**config.mk**
```make
export PLATFORM = sky130hd
export DESIGN_NAME = colocador_bombas
export DESIGN_NICKNAME = d
export VERILOG_FILES = /design/src/rtl/buscaminas_pkg.sv /design/src/rtl/lfsr_buscaminas.sv /design/src/rtl/colocador_bombas.sv
export SDC_FILE = /design/constraint.sdc
export NUM_CORES = 1
export LEC_CHECK = 0
export CORE_AREA = 2 2 231 233
export DETAILED_ROUTE_END_ITERATION = 12
export DIE_AREA = 0 0 233 235
export SLEW_MARGIN = 30
export SYNTH_ARGS = -nofsm -noshare
export SYNTH_HDL_FRONTEND = slang
export SYNTH_SLANG_ARGS = --single-unit
```
**constraint.sdc**
```tcl
create_clock -name clk -period 2.85 [get_ports clk]
set_input_delay 0.57 -clock clk [delete_from_list [all_inputs] [get_ports clk]]
set_output_delay 0.57 -clock clk [all_outputs]
set_load 0.005 [all_outputs]
```
**src/rtl/buscaminas_pkg.sv**
```systemverilog
// Shared board geometry, cell type, placement FSM states and LFSR taps
// for the minesweeper pipeline.
package buscaminas_pkg;

   localparam int unsigned FILAS       = 8;
   localparam int unsigned COLUMNAS    = 8;
   localparam int unsigned ANCHO_CELDA = 9;
   localparam int unsigned BIT_BOMBA   = 8;

   typedef logic [ANCHO_CELDA-1:0] celda_t;

   typedef enum logic [1:0] {
      IDLE,
      LIMPIAR,
      COLOCAR,
      FIN
   } estado_colocador_t;

   // Feedback taps for x^8+x^6+x^5+x^4+1 on a left-shifting register:
   // bits 7,5,4,3 are XORed into the new LSB.
   localparam logic [7:0] TAPS_LFSR = 8'hB8;

   // Clamp a requested bomb count into 1..maximo.
   function automatic logic [5:0] limitar_bombas(input logic [5:0] pedido,
                                                 input logic [5:0] maximo);
      logic [5:0] r;
      r = pedido;
      if (pedido == 6'd0)
         r = 6'd1;
      else if (pedido > maximo)
         r = maximo;
      return r;
   endfunction

endpackage

```
**src/rtl/lfsr_buscaminas.sv**
```systemverilog
// Free-running 8-bit Fibonacci LFSR (period 255) used to pick candidate cells.
module lfsr_buscaminas
   import buscaminas_pkg::*;
#(
   parameter logic [7:0] SEMILLA = 8'hA5
)
(
   input  logic       clk,
   input  logic       reset,
   output logic [7:0] valor
);

   // Shift left every cycle, feeding back the XOR of the tapped bits.
   always_ff @(posedge clk or negedge reset) begin
      if (!reset)
         valor <= SEMILLA;
      else
         valor <= {valor[6:0], ^(valor & TAPS_LFSR)};
   end

endmodule

```
**src/rtl/colocador_bombas.sv**
```systemverilog
// Bomb placement stage: on start, clears the 8x8 board and drops a clamped
// number of distinct bombs at LFSR-chosen cells, one candidate per clock.
module colocador_bombas
   import buscaminas_pkg::*;
#(
   parameter int unsigned MAX_BOMBAS = 40,
   parameter logic [7:0]  SEMILLA    = 8'hA5
)
(
   input  logic                                clk,
   input  logic                                reset,
   input  logic                                start,
   input  logic [5:0]                          num_bombas,
   output celda_t [FILAS-1:0][COLUMNAS-1:0]    matriz,
   output logic                                busy,
   output logic                                done,
   output logic [5:0]                          bombas_colocadas
);

   localparam logic [5:0] MAX_B = 6'(MAX_BOMBAS);

   estado_colocador_t estado;
   logic [7:0]        lfsr;
   logic [5:0]        objetivo;
   logic [5:0]        objetivo_sig;
   logic [2:0]        fila_cand;
   logic [2:0]        col_cand;
   logic              lfsr_unused;

   lfsr_buscaminas #(
      .SEMILLA (SEMILLA)
   ) u_lfsr (
      .clk   (clk),
      .reset (reset),
      .valor (lfsr)
   );

   // Candidate cell from the low six LFSR bits, and the clamped target.
   always_comb begin
      fila_cand    = lfsr[5:3];
      col_cand     = lfsr[2:0];
      objetivo_sig = limitar_bombas(num_bombas, MAX_B);
   end

   assign lfsr_unused = ^lfsr[7:6];

   // Placement FSM with registered board, counter, busy and done.
   always_ff @(posedge clk or negedge reset) begin
      if (!reset) begin
         estado           <= IDLE;
         matriz           <= '0;
         busy             <= 1'b0;
         done             <= 1'b0;
         bombas_colocadas <= '0;
         objetivo         <= '0;
      end else begin
         case (estado)
            IDLE: begin
               done <= 1'b0;
               if (start) begin
                  objetivo <= objetivo_sig;
                  busy     <= 1'b1;
                  estado   <= LIMPIAR;
               end
            end
            LIMPIAR: begin
               matriz           <= '0;
               bombas_colocadas <= '0;
               estado           <= COLOCAR;
            end
            COLOCAR: begin
               // Occupied candidates are simply skipped; the LFSR moves on.
               if (!matriz[fila_cand][col_cand][BIT_BOMBA]) begin
                  matriz[fila_cand][col_cand][BIT_BOMBA] <= 1'b1;
                  bombas_colocadas <= bombas_colocadas + 6'd1;
                  if (bombas_colocadas + 6'd1 == objetivo) begin
                     busy   <= 1'b0;
                     done   <= 1'b1;
                     estado <= FIN;
                  end
               end
            end
            FIN: begin
               done   <= 1'b0;
               estado <= IDLE;
            end
            default: begin
               estado <= IDLE;
            end
         endcase
      end
   end

endmodule

```
==> results.json <==
{
  "rows": 84,
  "via_count": 4715,
  "dp_cells": 1679,
  "cts_setup_buffers": 0,
  "syn_inst": 925,
  "io_buffers": 80,
  "drv_cap": 0,
  "finalCritPeriodShare_pct": 93.4,
  "place_area_um2": 7950,
  "seq_power_share_pct": 49.0,
  "finalSetupTns_ns": 0,
  "worst_pin_slew_ns": 0.769,
  "drt-wirelength-per-cell_um": 11.8,
  "synth_xor_area_share_pct": 1.29,
  "drive_gt1_share_pct": 6.56,
  "cts_root_buf": "clkbuf_16",
  "post_cts_resized": 0,
  "path_class": "flip-flop to flip-flop",
  "drtIter0Drc": 298,
  "p_switching_mw": 0.695,
  "ys_top_cells_by_area": "buf_4, dfrtp_1, mux4_2, a31oi_1, nor2_1",
  "ctsHoldBuffers": 0,
  "leakagePower_nw": 4.10,
  "skew_ns": 0.00805,
  "synth-compound-area-share_pct": 7.85,
  "grt_overflow": 0,
  "critPathLaunchType": "flip-flop",
  "worstPathCellList": "buf_12 > mux4_2 > nand3_1 > nand3_1 > a211o_1 > a211oi_4 > buf_12 > nor2_1 > or3b_1",
  "n_antenna_cell": 0,
  "finalWorstSetupSlack_ns": 0.187,
  "h-tree-depth": 3,
  "grt_pass1_vias": 3792,
  "period_minus_slack_ns": 2.66,
  "max_freq_mhz": 375,
  "synth_top_cell_by_area": "buf_4",
  "synth_mux_area_share_pct": 4.67,
  "design_area_um2": 8220,
  "synth_edf_count": 0,
  "p_per_area_nw_per_um2": 310,
  "synth-async-reset-ratio_pct": 100,
  "internal_power_mw": 1.85,
  "synth_flop_cell": "dfrtp_1",
  "hold_violations": 0,
  "start_util_pct": 15.6,
  "clkTransAtPathRegs_ns": 0.06,
  "synth_fa_ha_area_share_pct": 1.07,
  "status": "finished clean",
  "first_pass_iters": 4,
  "grt_max_degree": 68,
  "viasPerCell": 2.78,
  "synthToLayoutAreaGrowth_pct": 0.644,
  "final_cell_count_no_fill": 1694,
  "synth_top_family_by_area": "buffers and inverters",
  "dieArea_um2": 54800,
  "globalRouteTotalUtil_pct": 6.80,
  "critPathMaxStageDelay_ns": 0.53,
  "die_w_um": 233,
  "crit_required_ns": 3.06,
  "switching_share_pct": 27.3,
  "cts_buffers": 9,
  "synth_warnings": 0,
  "endpoint_kind": "flip-flop",
  "coreArea_um2": 52200,
  "p_comb_share_pct": 8.1,
  "setup_viol_count_final": 0,
  "pin_count": 593,
  "critical_path_peak_fanout": 22,
  "ys_seq_elements": 88,
  "ir_drop_uv": 265,
  "antenna_left": 0,
  "cts.sinks": 88,
  "dp_slack_ns": 0.190,
  "rsz0062_at_grt": "false",
  "gp_congestion": 0.773,
  "synth_area_um2": 8160,
  "p_clk_share_pct": 42.9,
  "synth-simple-area-share_pct": 8.48,
  "finalMaxSlewViolations": 0,
  "relSlewSlack_pct": 48.8,
  "netlist.area_leader.share_pct": 47.4,
  "clk_latency_ns": 0.34,
  "synthDistinctLibCells": 49,
  "clock_path_buffers": 2,
  "syn_avg_cell_area_um2": 8.83,
  "die_y_um": 235,
  "hp-class": "input port to async pin",
  "tritoncts": "yes",
  "layout.nets": 1018,
  "cp_slowest_cell": "mux4_2",
  "wirelength_mm": 20.0,
  "arrival_ns": 2.87,
  "drc": 0,
  "dp_hpwl_mm": 16.6,
  "yosysSeqAreaShare_pct": 27.0,
  "grt_antenna_before_repair": 0,
  "grt_first_pass_wirelength_mm": 27.6
}
-- synthesized netlist by cell type (7+ instances only) --
cell type / count
nand2_1: 46
inv_1: 12
a31oi_1: 44
dfrtp_1: 84
xnor2_1: 9
ha_1: 7
clkbuf_1: 23
nand3_1: 18
mux4_2: 16
buf_4: 515
o21ai_1: 7
nor2_1: 51
o31ai_1: 10
-- power groups by stage --
stage / sequential [mW] / combinational [mW] / clock, mW
3_3_place_gp: 1.27 / 0.191 / 0
2_1_floorplan: 1.27 / 0.658 / 0
4_1_cts: 1.25 / 0.192 / 1.12
5_1_grt: 1.25 / 0.257 / 1.18
6_report: 1.25 / 0.207 / 1.09
3_5_place_dp: 1.27 / 0.191 / 0
-- layout by cell type, fill, tap and decap left out, drive strengths merged, types with 4 or more instances in the layout --
cell,Yosys,layout
a21oi,6,6
a31oi,44,44
and2,5,5
and3,5,5
buf,522,21
clkbuf,23,9
clkdlybuf4s50,0,79
conb,1,512
dfrtp,84,84
dfstp,4,4
ha,7,7
inv,12,14
mux4,16,16
nand2,47,47
nand3,18,18
nand4,8,8
nor2,51,51
nor3,4,4
o21ai,13,13
o31ai,10,10
xnor2,9,9
-- area by class of cell --
cell class | instances | area [um2]
clock buffers | 9 | 225
clock inverters | 6 | 45.0
fillers | 5912 | 44000
inverters | 13 | 48.8
multi-input cells | 790 | 3830
flip-flops and latches | 88 | 2210
well taps | 688 | 861
repair buffers | 100 | 998
-- path summary, 6_finish.rpt --
path	cells after the start	slack [ns]	to	from
min in group clk	0	0.35	u_lfsr.valor[7]	u_lfsr.valor[6]
max	9	0.19	done	u_lfsr.valor[3]
max reg2reg	9	0.19	done	u_lfsr.valor[3]
max in group asynchronous	2	2.04	u_lfsr.valor[7]	reset
min	1	0.13	bombas_colocadas[1]	reset
min reg2reg	0	0.35	u_lfsr.valor[7]	u_lfsr.valor[6]
-- flip-flops by register name (all words and copies together) (netlist names) --
name              cells
bombas_colocadas      6
matriz               64
objetivo              6
u_lfsr.valor          8
busy                  1
estado                2
done                  1
-- critical path, delay by kind of cell (launching register included) --
| kind | cells | cell delay (ns) |
|---|---|---|
| and+or+nand+nor | 4 | 0.61 |
| AOI/OAI and AO/OA | 2 | 0.61 |
| muxes | 1 | 0.53 |
| DFF | 1 | 0.39 |
| buffers and inverters | 2 | 0.38 |
-- per-layer routing --
layer  GRT usage (%)  part of all wire, %
met5               0                    0
met4            1.27                 0.59
met3            3.48                   13
met2            11.1                   48
met1            7.98                   38
-- logic make-up (layout without fill, tap and decap cells) --
| family | count (synthesis) | in the layout |
|---|---|---|
| compound gates | 91 | 91 |
| xor+xnor | 12 | 12 |
| fa+ha+maj | 7 | 7 |
| buf+inv | 558 | 128 |
| flops | 88 | 88 |
| mux | 18 | 18 |
| other cells | 1 | 512 |
| simple gates | 150 | 150 |
-- through the flow --
stage / total power, mW / hold slack, ns / utilization (%)
2_1_floorplan: 1.93 / 0.274 / -
3_3_place_gp: 1.46 / 0.338 / 15.2
3_5_place_dp: 1.46 / 0.348 / 15.2
4_1_cts: 2.56 / 0.134 / 15.7
5_1_grt: 2.68 / 0.148 / 15.7
6_report: 2.55 / 0.125 / 15.7
Note: power is estimated with default switching activity, not from simulation.
